**src/rtl/aibnd_clkmux_selctl.sv**
```systemverilog
// Select sequencer for the redundancy 2:1 clock mux: gates the downstream clock,
// flips the select, waits for the mux to settle, then ungates.
module aibnd_clkmux_selctl #(
  parameter int GATE_CYC   = 4,
  parameter int SETTLE_CYC = 4,
  parameter int CNT_W      = 4,
  parameter bit RST_SEL    = 1'b0
) (
  input  logic clk,
  input  logic reset,
  input  logic req_sel,
  input  logic sel_lock,
  output logic mux_sel,
  output logic clk_en,
  output logic busy,
  output logic switch_done
);

  typedef enum logic [1:0] {ST_INIT, ST_IDLE, ST_GATE, ST_SETTLE} state_e;

  localparam logic [CNT_W-1:0] GATE_LD   = CNT_W'(GATE_CYC - 1);
  localparam logic [CNT_W-1:0] SETTLE_LD = CNT_W'(SETTLE_CYC - 1);

  state_e           state_q, state_d;
  logic [CNT_W-1:0] cnt_q, cnt_d;
  logic             mux_sel_q, mux_sel_d;
  logic             clk_en_q, clk_en_d;
  logic             busy_q, busy_d;
  logic             done_q, done_d;
  logic             cnt_zero;
  logic             start;

  assign cnt_zero = (cnt_q == '0);
  // sel_lock only holds off a new sequence; it never interrupts a running one.
  assign start    = (state_q == ST_IDLE) && (req_sel != mux_sel_q) && !sel_lock;

  always_ff @(posedge clk or posedge reset) begin
    if (reset) begin
      state_q   <= ST_INIT;
      cnt_q     <= SETTLE_LD;
      mux_sel_q <= RST_SEL;
      clk_en_q  <= 1'b0;
      busy_q    <= 1'b1;
      done_q    <= 1'b0;
    end else begin
      state_q   <= state_d;
      cnt_q     <= cnt_d;
      mux_sel_q <= mux_sel_d;
      clk_en_q  <= clk_en_d;
      busy_q    <= busy_d;
      done_q    <= done_d;
    end
  end

  always_comb begin
    state_d = state_q;
    case (state_q)
      ST_INIT:   if (cnt_zero) state_d = ST_IDLE;
      ST_IDLE:   if (start)    state_d = ST_GATE;
      ST_GATE:   if (cnt_zero) state_d = ST_SETTLE;
      ST_SETTLE: if (cnt_zero) state_d = ST_IDLE;
    endcase
  end

  always_comb begin
    cnt_d     = cnt_q - CNT_W'(1);
    mux_sel_d = mux_sel_q;
    clk_en_d  = clk_en_q;
    busy_d    = busy_q;
    done_d    = 1'b0;
    case (state_q)
      ST_INIT: begin
        if (cnt_zero) begin
          clk_en_d = 1'b1;
          busy_d   = 1'b0;
        end
      end
      ST_IDLE: begin
        cnt_d = cnt_q;
        if (start) begin
          clk_en_d = 1'b0;
          busy_d   = 1'b1;
          cnt_d    = GATE_LD;
        end
      end
      ST_GATE: begin
        // req_sel is sampled only here; a matching value means a no-op switch.
        if (cnt_zero) begin
          mux_sel_d = req_sel;
          cnt_d     = SETTLE_LD;
        end
      end
      ST_SETTLE: begin
        if (cnt_zero) begin
          clk_en_d = 1'b1;
          busy_d   = 1'b0;
          done_d   = 1'b1;
        end
      end
    endcase
  end

  assign mux_sel     = mux_sel_q;
  assign clk_en      = clk_en_q;
  assign busy        = busy_q;
  assign switch_done = done_q;

`ifndef SYNTHESIS
  // The select may only move while the clock is gated on both sides of the edge.
  always_ff @(posedge clk) begin
    if (!reset) begin
      assert ((mux_sel_d == mux_sel_q) || (!clk_en_q && !clk_en_d));
    end
  end
`endif

endmodule

```
**config.mk**
```make
export PLATFORM = sky130hd
export DESIGN_NAME = aibnd_clkmux_selctl
export DESIGN_NICKNAME = d
export VERILOG_FILES = /design/src/rtl/aibnd_clkmux_selctl.sv
export SDC_FILE = /design/constraint.sdc
export NUM_CORES = 1
export LEC_CHECK = 0
export ABC_AREA = 1
export CORE_AREA = 5 5 42 44
export CTS_CLUSTER_SIZE = 24
export DETAILED_ROUTE_END_ITERATION = 16
export DIE_AREA = 0 0 47 49
export HOLD_SLACK_MARGIN = 0.1
export PLACE_DENSITY = 0.68
export SETUP_SLACK_MARGIN = 0.3
export SLEW_MARGIN = 20
export SYNTH_ARGS = -nofsm -noshare
export SYNTH_HDL_FRONTEND = slang
export SYNTH_SLANG_ARGS = --single-unit
```
**constraint.sdc**
```tcl
create_clock -name clk -period 2.3 [get_ports clk]
set_clock_uncertainty 0.1 [all_clocks]
set_input_delay 0.23 -clock clk [delete_from_list [all_inputs] [get_ports clk]]
set_output_delay 0.23 -clock clk [all_outputs]
set_load 0.02 [all_outputs]
```
# After elaboration in Yosys (flattened, before gate mapping)
# Index checks and enable logic that the tools add are counted.
# W data, S select, Z words.
dict set report word_totals {
  regBits 10
  output_inout_bits 4
  word_cells 39
}
dict set report op_classes {
  n_addsub 1
  n_eq_ne 7
  n_mux 15
  n_reduce_logical 10
}
# op count
set op_table {}
lappend op_table {{$mux W4} 2}
lappend op_table {{$pmux W4 S2} 1}
lappend op_table {{$mux W1} 6}
lappend op_table {{$mux W2} 3}
lappend op_table {{$pmux W2 S3} 1}
lappend op_table {{$reduce_and A3 Y1} 2}
lappend op_table {{$eq A2 B2 Y1 const B} 2}
lappend op_table {{$logic_not A4 Y1} 1}
lappend op_table {{$ne A2 B2 Y1 const B} 2}
lappend op_table {{$pmux W1 S2} 2}
lappend op_table {{$sub A4 B1 Y4 const B} 1}
lappend op_table {{$eq A2 B1 Y1 const B} 1}
lappend op_table {{$logic_and A1 B1 Y1} 2}
lappend op_table {{$logic_not A2 Y1} 1}
lappend op_table {{$ne A2 B1 Y1 const B} 1}
lappend op_table {{$reduce_and A2 Y1} 1}
lappend op_table {{$reduce_bool A2 Y1} 1}
lappend op_table {{$reduce_or A2 Y1} 1}
lappend op_table {{$logic_not A1 Y1} 1}
lappend op_table {{$ne A1 B1 Y1} 1}

# Longest topological paths before layout
# Gate-level depths: netlist of run 1.
dict set report depth {
  ltp_word 5
  depth_mapped 8
  mapped_depth_nobuf 8
}

# Least setup slack after synthesis of run 1
# No wires, ideal clock.
dict set report synth_timing {
  kind {reg-to-reg}
  from {reg state_q[0]}
  to {reg cnt_q[0]}
  setup_ns 0.082
  arrival_ns 1.240
  required_time_ns 2.118
  path_slack_ns 0.878
  path_stages_with_launch 9
  path_buffers 0
  period_less_slack_ns 1.422
  cell_sequence {dfrtp_1 > inv_1 > ha_1 > inv_1 > nand2_1 > a21oi_1 > nand2_1 > o211ai_1 > nand2_1}
}
dict set report synth_between {
  elab_chain_len 4
}
# item line
set synth_rtl {}
lappend synth_rtl {{start: declaration} 24} ;# state_e state_q, state_d;
lappend synth_rtl {{start signal: assignment} 46} ;# state_q <= state_d;
lappend synth_rtl {{$eq A2 B1 Y1} {35, 71}}
lappend synth_rtl {{$logic_and A1 B1 Y1 (2 in a row)} 35} ;# assign start = (state_q == ST_IDLE) && (req_sel != mux_sel_q) && !sel_lock;
lappend synth_rtl {{$ne A2 B2 Y1 (no source line)} --}
lappend synth_rtl {{end signal: assignment} 47} ;# cnt_q <= cnt_d;
lappend synth_rtl {{end: declaration} 25} ;# logic [CNT_W-1:0] cnt_q, cnt_d;
# Several ways; a longest one is shown, not always the timed one.
# A chain may end at the register's enable or synchronous reset.

# Final worst setup path of run 1
dict set report layout_timing {
  from {reg busy_q (netlist: busy)}
  to {out busy}
}
# item line
set layout_rtl {}
lappend layout_rtl {{start: declaration} 28} ;# logic busy_q, busy_d;
lappend layout_rtl {{start signal: assignment} 50} ;# busy_q <= busy_d;
lappend layout_rtl {{end: declaration} 15} ;# output logic busy,
# No word-level cell between the ends.

==> summary.md, run 1 <==
| Metric | Value |
|---|---|
| IO Pins | `8` |
| Nets | `95` |
| Worst r2r src | `cnt_q[0]` |
| RR Endpoint | `cnt_q[3]` |
| Max FO, Critical Path | `2` |
| Sum of net half-perimeters after detailed placement | `a little under 900 um` |
| Die width | `approximately 47 um` |
| First-pass GRT wire length | `2000 um` |
| Layout area overhead | `18.2%` |
| Top-count cell post-synth | `nand2_1` |
| First-pass DRT Iterations | `4` |
| Post-Route WL | `roughly 1100 um` |
| Vias in the first global route | `approximately 470` |
| Post-synthesis cell type count | `17` |
| Synth warnings | `0` |
| Mapped cell area | `about 600 um2` |
| Synthesis-stage register bit count | `10` |
| GRT Resource Usage Total | `between 10% and 20%` |
| Total setup buffers inserted after CTS | `0` |
| Initial antenna violation count | `0` |
| Fin crit period | `1.74 ns` |
| Total congestion overflow | `0` |
| Slew margin rel. | `74.8%` |
| Layout cells sized above 1 | `between 10% and 20%` |
| H-tree depth | `1` |
| Post-DR vias/cell | `~5.0` |
| VDD IR max | `around 840 uV` |
| CTS sink count | `10` |
| Worst setup path class | `reg -> out` |
| Root buffer cell | `clkbuf_4` |
| Port bufs | `7` |
| Final TNS setup | `0 ns` |
| Post-synth top area share | `between 20% and 30%` |
| Startpoint types | `flip-flop` |
| Placed Cells | `98` |
| Initial Util | `43.7%` |
| Largest net degree at the start of global routing | `14` |
| Die H | `about 50 um` |
| Vias | `507` |
| Max incr delay on CP | `about 0.60 ns` |
| Post-synth EDFFs | `0` |
| Synth Flop Type | `dfrtp_1` |
| Number of max-cap violations | `0` |
| Setup violations, final | `0` |
| Clock buffer count from CTS | `3` |
| Leak pwr | `approximately 0.00038 uW` |
| Sequential area share after synthesis | `roughly two fifths` |
| Std-Cell Rows | `14` |
| Area of the die | `2300 um2` |
| Flop2flop setup slack | `roughly 0.72 ns` |
| Yosys top cell by area | `dfrtp_1` |
| Leading post-synthesis cells by instance count | `21 x nand2_1, 13 x inv_1, 7 x dfrtp_1` |
| Synth area leaders | `dfrtp_1 29%, dfstp_2 13%, nand2_1 13%` |
| Worst Max-Slew Pin Slew | `0.378 ns` |
| Routed Antenna Nets | `0` |
| CTS clk-pin slew, worst paths | `approximately 0.070 ns` |
| RSZ-0062 raised after global routing | `no` |
| Period utilisation layout | `around 76%` |
| Std-Cell Core Area | `about 1400 um2` |
| R2r worst-path depth | `7` |
| Fmax | `0.575 GHz` |
| Slowest cell on crit path | `clkdlybuf4s50_1` |
| Power Dens Cells | `between 1500 and 2000 nW/um2` |
| DRT iter0 DRCs | `8` |
| Syn Nets | `84` |
| CTS tree | `done` |
| Crit path cell chain | `clkdlybuf4s50_1` |
| Placed Area | `roughly 690 um2` |
| Status | `complete, no violations` |
| Hold_buf cts | `0` |
| Worst hold path class | `in -> async` |
| Ys async rst share | `100%` |
| Final Hold Vio Count | `0` |
| Post-Syn Instances | `76` |
| Final Max Tran Viols | `0` |
| Top delay family on crit path | `buffers and inverters` |
| CP endpoint kind | `output pin` |
| Worst EP arrival | `1.41 ns` |
| DR DRC count | `0` |
| Max Root-Sink Buffers | `2` |
| WL/cell | `11.3 um` |
| WP buf/inv | `1` |
| Worst path required time | `~2 ns` |
| Syn Area/Cell | `8.05 um2` |
| Post-CTS sizing | `0` |
| Clk Latency, worst-skew pair | `around 0.27 ns` |
| Post-route design area | `723 um2` |
| Final non-filler cell total | `a little over 100` |
| Antenna Cells | `0` |
| Final RePlAce weighted congestion | `0.849` |
-- cells by family (layout without fill, tap and decap cells) --
| family | Yosys count | after routing | synth area share (%) |
|---|---|---|---|
| simple gates | 41 | 41 | 32.5 |
| buf+inv | 14 | 24 | 10.4 |
| flops | 10 | 10 | 41.5 |
| compound gates | 7 | 7 | 7.36 |
| fa+ha+maj | 4 | 4 | 8.18 |
-- per-layer routing --
| layer | GRT usage, % | wire, um | vias to the layer above |
|---|---|---|---|
| met3 | 3.69 | 45 | 5 |
| met4 | 8.29 | 36 | 0 |
| li1 | - | - | 263 |
| met2 | 16.5 | 523 | 9 |
| met5 | 0 | 0 | - |
| met1 | 16.4 | 544 | 230 |
-- state kept, by name, indices dropped and copies added, names as in the netlist --
name and cells:
cnt_q 4, state_q 2, busy 1, clk_en 1, mux_sel 1, switch_done 1
-- power breakdown --
part | leakage, uW | internal [uW] | total [uW] | switching (uW)
logic | 0.000243 | 275 | 705 | 431
registers | 0.000119 | 280 | 349 | 68.6
clock network | 0.0000210 | 96.3 | 165 | 68.6
-- cell usage in the layout, fill, tap and decap left out --
cell type / netlist / layout
nor3_1: 1 / 1
nand3_2: 3 / 3
clkdlybuf4s50_1: 0 / 7
nand2_1: 21 / 21
o21ai_0: 2 / 2
clkbuf_4: 0 / 3
a21oi_1: 2 / 2
dfstp_2: 3 / 3
clkbuf_8: 0 / 1
nand2_4: 1 / 1
ha_1: 4 / 4
nand3_1: 6 / 6
nand2_2: 2 / 2
nand4_1: 2 / 2
o211ai_1: 1 / 1
inv_1: 13 / 13
a21oi_2: 2 / 2
dfrtp_1: 7 / 7
nor2_1: 5 / 5
-- cell type report --
| cell class | instances | area, um2 |
|---|---|---|
| sequential | 10 | 254 |
| inverter | 13 | 48.8 |
| tap | 16 | 20.0 |
| clock buffer | 4 | 36.3 |
| multi-input combinational | 52 | 294 |
| timing repair buffer | 7 | 70.1 |
| fill | 141 | 678 |
-- worst max-delay path by stage --
stage	to	from	cells past startpoint	slack (ns)
6_report	busy	busy	1	0.56
2_1_floorplan	cnt_q[0]	state_q[0]	8	0.88
3_5_place_dp	cnt_q[2]	req_sel	8	0.72
5_1_grt	busy	busy	1	0.52
3_3_place_gp	cnt_q[3]	req_sel	8	0.72
4_1_cts	busy	busy	1	0.56
-- stage by stage --
step	util, %	setup WS, ns	hold WS, ns	power (uW)
after global placement	49.0	0.723	0.350	1040
after global routing	51.6	0.519	0.175	1350
after CTS	51.6	0.556	0.145	1220
after floorplan	-	0.878	-0.0320	913
after detailed placement	49.0	0.720	0.357	1060
final	51.6	0.561	0.124	1220
Note: power is estimated with default switching activity, not from simulation.
==> run 2: changes to the inputs <==
Clock period 2.3 ns to 1.75 ns, I/O delays scaled along.
==> run 2 against run 1 <==
First-iteration DRC count is 110% higher. Sequential power is 32% higher. Critical path type is now reg -> reg. Die area stayed put. Combinational power is 69% higher. Wire length is 13% higher. Clock power is 28% higher.
==> summary.md, run 2 (same netlist as run 1, synthesis figures left out) <==
| Metric | Value |
|---|---|
| Clock buffer count from CTS | `3` |
| DRT iter0 DRCs | `17` |
| Vias | `541` |
| Vias in the first global route | `526` |
| Worst path required time | `between 1.5 and 2 ns` |
| Root buffer cell | `clkbuf_4` |
| Std-Cell Core Area | `about 1400 um2` |
| Die H | `slightly below 50 um` |
| Post-DR vias/cell | `about 5.1` |
| Fin crit period | `approximately 1.4 ns` |
| Commonest non-fill, non-tap cell in the layout | `nand2_1` |
| Number of flip-flops in the largest register | `4` |
| VDD IR max | `approximately 1300 uV` |
| Top flop regs | `cnt_q: 4 flops, state_q: 2 flops` |
| Clk Latency, worst-skew pair | `0.27 ns` |
| Antenna Cells | `0` |
| Nets | `100` |
| Leak pwr | `0.000415 uW` |
| RSZ-0062 raised after global routing | `yes` |
| DR DRC count | `0` |
| Port bufs | `7` |
| Startpoint types | `flip-flop` |
| Worst hold path class | `reg -> reg` |
| First-pass GRT wire length | `approximately 2200 um` |
| Max Root-Sink Buffers | `2` |
| Routed Antenna Nets | `0` |
| Total congestion overflow | `0` |
| Number of max-cap violations | `0` |
| Dpl ws | `between 0.15 and 0.2 ns` |
| CTS sink count | `10` |
| CTS tree | `done` |
| CP endpoint kind | `flip-flop` |
| WL/cell | `approximately 12 um` |
| Final WS setup | `0.322 ns` |
| Slowest cell on crit path | `dfstp_2` |
| Initial antenna violation count | `0` |
| Area of the die | `between 2000 and 2500 um2` |
| First-pass DRT Iterations | `4` |
| Worst EP arrival | `around 1.5 ns` |
| Crit path cell chain | `inv_2, ha_4, nand2_1, nor2_1, nand2_1, buf_4, o21ai_0` |
| IO Pins | `8` |
| Core Util, Final | `around three fifths` |
| Sum of net half-perimeters after detailed placement | `852 um` |
| Layout cells sized above 1 | `roughly 36%` |
| Slew margin rel. | `about three quarters` |
| CTS clk-pin slew, worst paths | `0.07 ns` |
| Fmax | `between 0.7 and 0.8 GHz` |
| Critical path's most frequent cell | `nand2_1` |
| Setup violations, final | `0` |
| Largest net degree at the start of global routing | `14` |
| Fill cells | `about 130` |
| Final non-filler cell total | `107` |
| Final hold slack | `between 0.3 and 0.4 ns` |
| Most frequent cells in the layout | `18 x nand2_1, 8 x inv_1, 6 x dfrtp_1` |
| Layout area overhead | `33.1%` |
| Final Hold Vio Count | `0` |
| Die width | `between 40 and 50 um` |
| Final RePlAce weighted congestion | `around 0.85` |
| Initial Util | `43.7%` |
| GRT Resource Usage Total | `approximately an eighth` |
| Final TNS setup | `0 ns` |
| Max incr delay on CP | `between 0.5 and 0.6 ns` |
| Status | `complete, no violations` |
| Period utilisation layout | `81.6%` |
| H-tree depth | `1` |
| Post-Route WL | `about 1300 um` |
| Worst Max-Slew Pin Slew | `between 0.3 and 0.4 ns` |
| Largest register by flop count | `cnt_q` |
| Std-Cell Rows | `14` |
| Power Dens Cells | `around 2300 nW/um2` |
| Placed Cells | `slightly below 100` |
| Max FO, Critical Path | `4` |
| Worst setup path class | `reg -> reg` |
| Final Max Tran Viols | `0` |
==> run 2: cell types whose count changed in the layout (fill, tap and decap cells not counted), moves of 3 or more <==
| cell | delta |
|---|---|
| ha_1 | -3 |
| ha_4 | +3 |
| dlygate4sd2_1 | +3 |
| inv_1 | -5 |
| inv_2 | +5 |
| clkdlybuf4s50_1 | -4 |
| nand2_2 | +3 |
| nand2_1 | -3 |
| buf_4 | +4 |
==> run 2: layout make-up <==
| type | count | area [um2] | area share (%) |
|---|---|---|---|
| flip-flops and latches | 10 | 255 | 31.3 |
| inverters | 13 | 48.8 | 5.99 |
| clock buffers | 4 | 36.3 | 4.45 |
| well taps | 16 | 20.0 | 2.46 |
| multi-input cells | 52 | 348 | 42.7 |
| repair buffers | 12 | 106 | 13.1 |
==> run 2: layer usage <==
metal  up-vias  wire length, um  track usage, %
met5         -                0               0
met4         0               24            4.15
met3         4               53            4.06
met2        12              644            19.9
met1       255              573            15.1
li1        270                -               -
==> run 2: worst max-delay path: cells and delay by family, from the launching register on <==
family | cells | cell delay [ns]
AOI/OAI and AO/OA | 1 | 0.06
DFF | 1 | 0.54
buffers and inverters | 2 | 0.19
and+or+nand+nor | 3 | 0.25
adders and majority gates | 1 | 0.17
==> run 2: through the flow <==
step           power, uW  instance area [um2]
2_1_floorplan       1200                  612
3_3_place_gp        1360                  687
3_5_place_dp        1380                  687
4_1_cts             1720                  777
5_1_grt             2020                  815
6_report            1860                  815
==> run 2: where the power goes <==
group / switching, uW / internal [uW] / leakage, uW
sequential: 90.9 / 371 / 0.000118
combinational: 689 / 503 / 0.000276
clock: 84.1 / 126 / 0.0000210
total: 864 / 1000 / 0.000415
==> run 2: worst paths after layout <==
kind | from | slack, ns | to | cells past startpoint
max | cnt_q[0] | 0.32 | mux_sel | 7
min | busy | 0.37 | busy | 2
max reg2reg | cnt_q[0] | 0.32 | mux_sel | 7
min reg2reg | busy | 0.37 | busy | 2
max in group asynchronous | reset | 0.60 | cnt_q[1] | 3
min in group asynchronous | reset | 0.63 | state_q[0] | 3
==> run 2: timing repair <==
item	4_1_cts	5_1_grt
setup endpoints to repair	12	9
gates resized for setup	10	12
buffers inserted	3	1
hold buffers	1	0
endpoints found under the hold margin	7	0
pin swaps	1	2
==> run 3: changes to the inputs <==
Settings changed: CORE_AREA 5 5 42 44 to unset, CORE_MARGIN set to 5, CORE_UTILIZATION set to 46, DIE_AREA 0 0 47 49 to unset, PLACE_DENSITY 0.68 to 0.71.
Clock period 1.75 ns to 1.2 ns, I/O delays scaled along.
==> run 3 against run 2 <==
The flow now finishes with violations (setup timing). Worst hold slack lost 0.35 ns. First-iteration DRC count shrank 29%. Final cell count grew 13%. Core utilization grew 20 points. Critical endpoint is now cnt_q[1]. Die area shrank 6.2%. Largest cell class unchanged. Global-route usage grew 7.0 points. Fmax grew 5.7%. Clock-buffer cell count is the same.
==> summary.md, run 3 (same netlist as run 1, synthesis figures left out) <==
| Metric | Value |
|---|---|
| Sum of net half-perimeters after detailed placement | `approximately 1000 um` |
| DR WL met2 | `slightly above 800 um` |
| Nets | `115` |
| Total congestion overflow | `0` |
| Worst setup path class | `reg -> reg` |
| Violated checks | `setup timing` |
| Routed Antenna Nets | `0` |
| Worst path required time | `about 1.3 ns` |
| CTS sink count | `10` |
| First-pass GRT wire length | `2770 um` |
| Crit path cell chain | `inv_2, ha_4, inv_2, a21oi_2, nand2_1, nand3_1, o21ai_1` |
| Number of flip-flops in the largest register | `4` |
| DR DRC count | `0` |
| WL/cell | `~13 um` |
| First-pass DRT Iterations | `4` |
| Initial antenna violation count | `0` |
| Vias in the first global route | `between 600 and 700` |
| DRT iter0 DRCs | `12` |
| RSZ-0062 raised after global routing | `yes` |
| Fmax | `between 0.7 and 0.8 GHz` |
| Top delay family on crit path | `flip-flops` |
| Worst r2r src | `cnt_q[1]` |
| Die width | `46.5 um` |
| Final WS setup | `-0.151 ns` |
| Slowest cell on crit path | `dfstp_2` |
| Placed Area | `between 800 and 900 um2` |
| Startpoint types | `flip-flop` |
| Top sig layer | `met4` |
| Largest net degree at the start of global routing | `14` |
| Max FO, Critical Path | `2` |
| Clock buffer count from CTS | `3` |
| CTS clk-pin slew, worst paths | `approximately 0.07 ns` |
| Setup violations, final | `10` |
| Std-Cell Rows | `13` |
| Antenna Cells | `0` |
| Layout area overhead | `64.0%` |
| H-tree depth | `1` |
| Final Max Tran Viols | `0` |
| Final RePlAce weighted congestion | `0.744` |
| Initial Util | `47.6%` |
| Commonest non-fill, non-tap cell in the layout | `buf_4` |
| Period utilisation layout | `113%` |
| Most frequent cells in the layout | `16 x buf_4, 13 x nand2_1, 8 x buf_6` |
| Met3 WL | `about 70 um` |
| IO Pins | `8` |
| Flop2flop setup slack | `-0.15 ns` |
| Final TNS setup | `-1.14 ns` |
| GRT Resource Usage Total | `19.4%` |
| Post-Route WL | `between 1500 and 2000 um` |
| Largest register by flop count | `cnt_q` |
| Critical path's most frequent cell | `inv_2` |
| RR Endpoint | `cnt_q[1]` |
| Fin crit period | `between 1 and 1.5 ns` |
| Placed Cells | `~110` |
| WP buf/inv | `2` |
| Final non-filler cell total | `around 120` |
| Area of the die | `about 2200 um2` |
| Status | `finished, violations left` |
| Std-Cell Core Area | `about 1300 um2` |
| Post-route design area | `between 1000 and 1500 um2` |
| Top flop regs | `cnt_q: 4 flops, state_q: 2 flops` |
| CP endpoint kind | `flip-flop` |
| Number of max-cap violations | `0` |
| CTS tree | `done` |
| Die H | `about 46 um` |
| Max Root-Sink Buffers | `2` |
| Post-DR vias/cell | `~5.0` |
| Clk Latency, worst-skew pair | `between 0.2 and 0.3 ns` |
| Final Hold Vio Count | `0` |
| Layout cells sized above 1 | `between 60% and 70%` |
| Worst Max-Slew Pin Slew | `0.385 ns` |
| Port bufs | `7` |
| Root buffer cell | `clkbuf_4` |
| Core Util, Final | `roughly four fifths` |
| Slew margin rel. | `between 70% and 80%` |
| Worst hold path class | `in -> async` |
| Worst EP arrival | `roughly 1.5 ns` |
| Max incr delay on CP | `0.54 ns` |
| Vias | `600` |
| Met1 Wirelength | `between 600 and 700 um` |
| R2r worst-path depth | `7` |
==> run 3: cell count changes in the layout (fill, tap and decap cells not counted), moves of 2 or more <==
cell / delta
buf_4: +12
buf_6: +8
dlygate4sd2_1: -3
inv_1: -2
nand2_1: -5
nand2_2: +2
nand2_4: +2
nor2_1: -2
nor2_2: +2
==> run 3: worst max-delay path by stage <==
stage,slack (ns),startpoint,cells past startpoint,end
CTS,-0.14,state_q[0],8,cnt_q[0]
detailed placement,-0.25,req_sel,8,cnt_q[3]
global placement,-0.19,req_sel,8,cnt_q[2]
finish,-0.15,cnt_q[1],7,cnt_q[1]
floorplan,-0.09,cnt_q[0],8,cnt_q[0]
global route,-0.26,state_q[0],8,cnt_q[0]
==> run 3: worst reg2reg max path, stage by stage (launching register included) <==
cell,delay [ns]
dfstp_2,0.54
inv_2,0.05
ha_4,0.26
inv_2,0.03
a21oi_2,0.11
nand2_1,0.06
nand3_1,0.06
o21ai_1,0.07
==> run 3: layer usage <==
| metal | track usage [%] | up-vias |
|---|---|---|
| met5 | 0 | - |
| met4 | 10.2 | 0 |
| met3 | 3.52 | 5 |
| met2 | 32.1 | 17 |
| met1 | 23.5 | 274 |
| li1 | - | 304 |
==> run 3: what timing repair did <==
item / 4_1_cts / 5_1_grt
buffers inserted: 2 / 2
endpoints found under the hold margin: 7 / 7
pin swaps: 10 / 9
setup endpoints to repair: 14 / 14
resized for setup: 43 / 5
==> run 3: final cells by class <==
type | count | area [um2]
inverters | 13 | 51.3
fillers | 77 | 282
repair buffers | 27 | 240
well taps | 15 | 18.8
flip-flops and latches | 10 | 256
clock buffers | 4 | 36.3
multi-input cells | 52 | 400
==> run 3: metrics by stage <==
stage               worst slack, ns  hold WS (ns)
detailed placement           -0.251         0.333
finish                       -0.151        0.0209
global route                 -0.260        0.0484
global placement             -0.191         0.326
CTS                          -0.143        0.0452
floorplan                   -0.0875        -0.142
Power of run 3 is not shown: default switching activity piles up to over one toggle a cycle in this logic, so the estimate is an artifact.
==> RTL edit 1 (config.mk and constraints of run 2) <==
The 4 states of `state_e` get a one-hot encoding in 4 bits.
--- a/src/rtl/aibnd_clkmux_selctl.sv
+++ b/src/rtl/aibnd_clkmux_selctl.sv
@@ -16,7 +16,7 @@
   output logic switch_done
 );
 
-  typedef enum logic [1:0] {ST_INIT, ST_IDLE, ST_GATE, ST_SETTLE} state_e;
+  typedef enum logic [3:0] {ST_INIT = 4'b0001, ST_IDLE = 4'b0010, ST_GATE = 4'b0100, ST_SETTLE = 4'b1000} state_e;
 
   localparam logic [CNT_W-1:0] GATE_LD   = CNT_W'(GATE_CYC - 1);
   localparam logic [CNT_W-1:0] SETTLE_LD = CNT_W'(SETTLE_CYC - 1);
Behaviour: no difference found for any inputs over 10 cycles, from zero or initial values and one cycle with reset high; not proved beyond that.
==> RTL edit 1 against run 2 <==
  * Wire length is 12% higher
  * Design area grew 7.7%
  * Area after synthesis up 2.9%
  * Sequential cell count rose by 2
  * Via count grew 6.3%
  * Worst setup slack got worse by 19 ps
  * Highest routed layer unchanged
  * Power shrank 18%
==> RTL edit 1: results (changes against run 2) <==
| Metric | Value |
|---|---|
| CTS clk-pin slew, worst paths | `70 ps (about the same)` |
| Via count normalized by instance count | `4.832 (-4.4%)` |
| Synth Area in Compound Gates | `5.567% (-1.8 points)` |
| Synth cell count leaders | `nand2_1 (24), inv_1 (11), dfrtp_1 (8), nor2_1 (8), nand2_2 (6)` |
| Worst slack, placed | `208.8 ps (+31.92 ps)` |
| GRT Overall Usage | `12.17% (-0.23 points)` |
| Met2 WL | `782 um (+21%)` |
| Placed Instance Area | `719.4 um2 (+4.7%)` |
| P_leak | `0.4826 nW (+16%)` |
| R2R Path Start | `cnt_q[0]$_DFFE_PP1P_` |
| Hold Crit Class | `primary input to async pin` |
| Status | `complete, no violations` |
| Global-route wire length before repair | `2049 um (-5.1%)` |
| Synthesized Nets | `87 (+3.6%)` |
| Met3 routed WL | `37 um (-30%)` |
| EDFF count, synth | `0 (unchanged)` |
| R2R depth | `10 (+3)` |
| Layout cells sized above 1 | `40.78% (+4.5 points)` |
| Met2 GRT Util | `19.68% (-0.23 points)` |
| Synth unique cells | `16 (-1)` |
| Sequential cell area fraction in the yosys report | `48.51% (+7.0 points)` |
| DP Cell Count | `105 (+7.1%)` |
| Adder-cell share of the synthesized area | `1.988% (-6.2 points)` |
| Setup crit end | `clk_en$_DFFE_PP0P_` |
| Flip-flop and latch area | `305.3 um2 (+20%)` |
| Worst Path Max Fanout | `5 (+1)` |
| Maximum VDD drop | `0.8057 mV (-37%)` |
| Final GP Congestion | `0.7871 (-7.2%)` |
| Synth area leaders | `dfrtp_1 (32%), dfstp_2 (17%), nand2_1 (14%), inv_1 (6.6%), nand2_2 (6.0%)` |
| Filler Cell Count | `128 (+0.79%)` |
| Initial drt markers | `9 (-8)` |
| Post-Route WL | `1447 um (+12%)` |
| Vias | `575 (+6.3%)` |
| Arr. time, crit path | `1510 ps (+30 ps)` |
| Met1 usage | `13.64% (-1.4 points)` |
| Grt met3 use | `2.214% (-1.8 points)` |
| Fin crit share | `82.71% (+1.1 points)` |
| DP HPWL | `908.1 um (+6.6%)` |
| R2R Setup Slk | `300 ps (-20 ps)` |
| Clk root buf | `clkbuf_4` |
| Met1 Wirelength | `585 um (+2.1%)` |
| Largest net degree at the start of global routing | `13 (-1)` |
| Internal | `0.8662 mW (-13%)` |
| Cells after synthesis | `82 (+7.9%)` |
| Slew @ Worst Pin | `461.6 ps (+62.51 ps)` |
| Largest regs | `cnt_q (4), state_q (4)` |
| Vias in the first global route | `524 (-0.38%)` |
## RTL edit 1: cell types whose count changed in the layout (fill, tap and decap cells not counted), moves of 3 or more
| cell | change |
|---|---|
| nor2_2 | +4 |
| buf_4 | +7 |
| nand2_4 | +3 |
| a21oi_1 | +3 |
| a21oi_2 | -3 |
## RTL edit 1: timing repair
item                                    CTS  global route
gates cloned                              0             0
pin swaps                                 2             8
setup buffers                             4             7
resized for setup                         9            13
endpoints found under the setup margin   12            11
## RTL edit 1: power by group through the flow
stage,Clock [mW],Sequential [mW],Combinational (mW)
after global routing,0.184,0.532,0.942
after global placement,0,0.510,0.592
after detailed placement,0,0.515,0.605
after floorplan,0,0.537,0.412
final,0.168,0.515,0.850
after CTS,0.175,0.506,0.680
## RTL edit 1: cells by family after synthesis
logic type / after synthesis
buf+inv: 13
flops: 12
fa+ha+maj: 1
simple gates: 49
compound gates: 7
## RTL edit 1: worst min path at each step
stage	start	to	slack, ps	cells after the start
6_report	reset	state_q[1]$_DFFE_PP0P_	100	2
5_1_grt	reset	mux_sel$_DFFE_PP0P_	150	2
4_1_cts	reset	cnt_q[2]$_DFFE_PP0P_	110	2
3_5_place_dp	clk_en$_DFFE_PP0P_	clk_en$_DFFE_PP0P_	360	2
3_3_place_gp	busy$_DFFE_PP1P_	busy$_DFFE_PP1P_	350	2
2_1_floorplan	reset	clk_en$_DFFE_PP0P_	-60	1
## RTL edit 1: critical path: stages (launching register included)
cell and delay (ps):
dfstp_2 550, inv_2 50, ha_4 160, nand2_2 80, nor2_4 50, inv_2 60, nand2_2 50, nand2_2 70
inv_4 50, nand3_2 60, nand2_1 60
## RTL edit 1: cell type report
type	count	area share [%]
clock buffer	3	2.568
inverter	13	5.849
multi-input combinational	57	37.66
sequential	12	34.81
tap	16	2.282
timing repair buffer	18	16.83
==> RTL edit 2 (settings of run 2) <==
Made on the original files. Set the parameter `RST_SEL` to 1'b1 (it was 1'b0).
--- a/src/rtl/aibnd_clkmux_selctl.sv
+++ b/src/rtl/aibnd_clkmux_selctl.sv
@@ -4,7 +4,7 @@
   parameter int GATE_CYC   = 4,
   parameter int SETTLE_CYC = 4,
   parameter int CNT_W      = 4,
-  parameter bit RST_SEL    = 1'b0
+  parameter bit RST_SEL    = 1'b1
 ) (
   input  logic clk,
   input  logic reset,
Behaviour: not the same (Yosys sat finds a counterexample within 4 cycles, from zero or initial values and one cycle with reset high).
==> RTL edit 2 against run 2 <==
  * Power decreased by 3.1%
  * Worst setup slack improved by 16 ps
  * Cell count down 2.8%
  * Area after synthesis up 0.20%
  * Design area shrank 3.1%
  * Sequential cell count unchanged
  * Wire length is 5.7% lower
  * Non-clock buffer count down 2
  * Critical endpoint is now mux_sel
  * Largest power group unchanged
==> RTL edit 2: results (changes against run 2) <==
| Metric | Value |
|---|---|
| Hold Crit Class | `primary input to async pin` |
| Global-route wire length before repair | `2001 um (-7.3%)` |
| Layout cells sized above 1 | `35.23% (-1.0 points)` |
| Total sequential power | `0.470 mW (+2%)` |
| P_leak | `0.4173 nW (+0.53%)` |
| Sequential cell area fraction in the yosys report | `41.63% (+0.12 points)` |
| Post-Route WL | `1221 um (-5.7%)` |
| Syn avg cell area | `8.067 um2 (+0.20%)` |
| Design Power | `1.808 mW (-3.1%)` |
| Internal | `0.9584 mW (-4.2%)` |
| CP max stage delay | `550 ps` |
| Worst r2r dst | `clk_en$_DFFE_PP0P_` |
| Setup Fix Bufs, Post-CTS | `3 (unchanged)` |
| Synth warnings | `0 (unchanged)` |
| Synth area leaders | `dfrtp_1 (24%), dfstp_2 (17%), nand2_1 (13%), ha_1 (8.2%), inv_1 (8.0%)` |
| Synth cell count leaders | `nand2_1 (21), inv_1 (13), dfrtp_1 (6), nand3_1 (6), nor2_1 (5)` |
| Critical Path Start | `mux_sel$_DFFE_PP1P_` |
| Vias | `539 (-0.37%)` |
| R2R Path Start | `cnt_q[1]$_DFFE_PP1P_` |
| R2R Setup Slk | `370 ps (+50 ps)` |
| Synth unique cells | `17 (unchanged)` |
| Non-Filler Instances | `104 (-2.8%)` |
| DP HPWL | `804.9 um (-5.5%)` |
| Setup crit end | `mux_sel` |
| Post-cts resize count | `8 (-2)` |
| Vias in the first global route | `479 (-8.9%)` |
| GRT Overall Usage | `11.65% (-0.75 points)` |
| Hold_ws | `88.67 ps (-280.1 ps)` |
| Initial DRT Pass Iterations | `4 (unchanged)` |
| Worst slack, placed | `181.9 ps (+5.091 ps)` |
| Initial drt markers | `6 (-11)` |
| EDFF count, synth | `0 (unchanged)` |
| Synthesized Nets | `84 (unchanged)` |
| Placed Instance Area | `688.2 um2 (+0.18%)` |
| Final GP Congestion | `0.7668 (-9.6%)` |
| Slew headroom | `73.89% (+0.53 points)` |
| Arr. time, crit path | `1140 ps (-340 ps)` |
| # nets final | `98 (-2.0%)` |
| Fmax | `707.8 MHz (+1.1%)` |
| Status | `complete, no violations` |
| Maximum VDD drop | `1.162 mV (-9.7%)` |
-- RTL edit 2: cell types whose count changed after synthesis, sizes merged --
| cell | before | now |
|---|---|---|
| dfrtp | 7 | 6 |
| dfstp | 3 | 4 |
-- RTL edit 2: logic make-up after synthesis --
kind of cell,Yosys count,share of synthesized area [%]
AOI/OAI and AO/OA,7,7.348
adders and majority gates,4,8.164
buffers and inverters,14,10.41
DFF,10,41.63
and+or+nand+nor,41,32.45
-- RTL edit 2: metal layers --
| metal | GRT usage [%] | vias up | share of wire, % |
|---|---|---|---|
| li1 | - | 266 | - |
| met1 | 16.25 | 249 | 43 |
| met2 | 16.74 | 20 | 49 |
| met3 | 2.214 | 4 | 5.9 |
| met4 | 5.530 | 0 | 1.7 |
| met5 | 0 | - | 0 |
-- RTL edit 2: layout make-up --
class,count,area (um2)
well taps,16,20.02
flip-flops and latches,10,255.2
clock buffers,3,22.52
fillers,131,611.8
inverters,13,51.30
repair buffers,10,91.34
multi-input cells,52,349.1
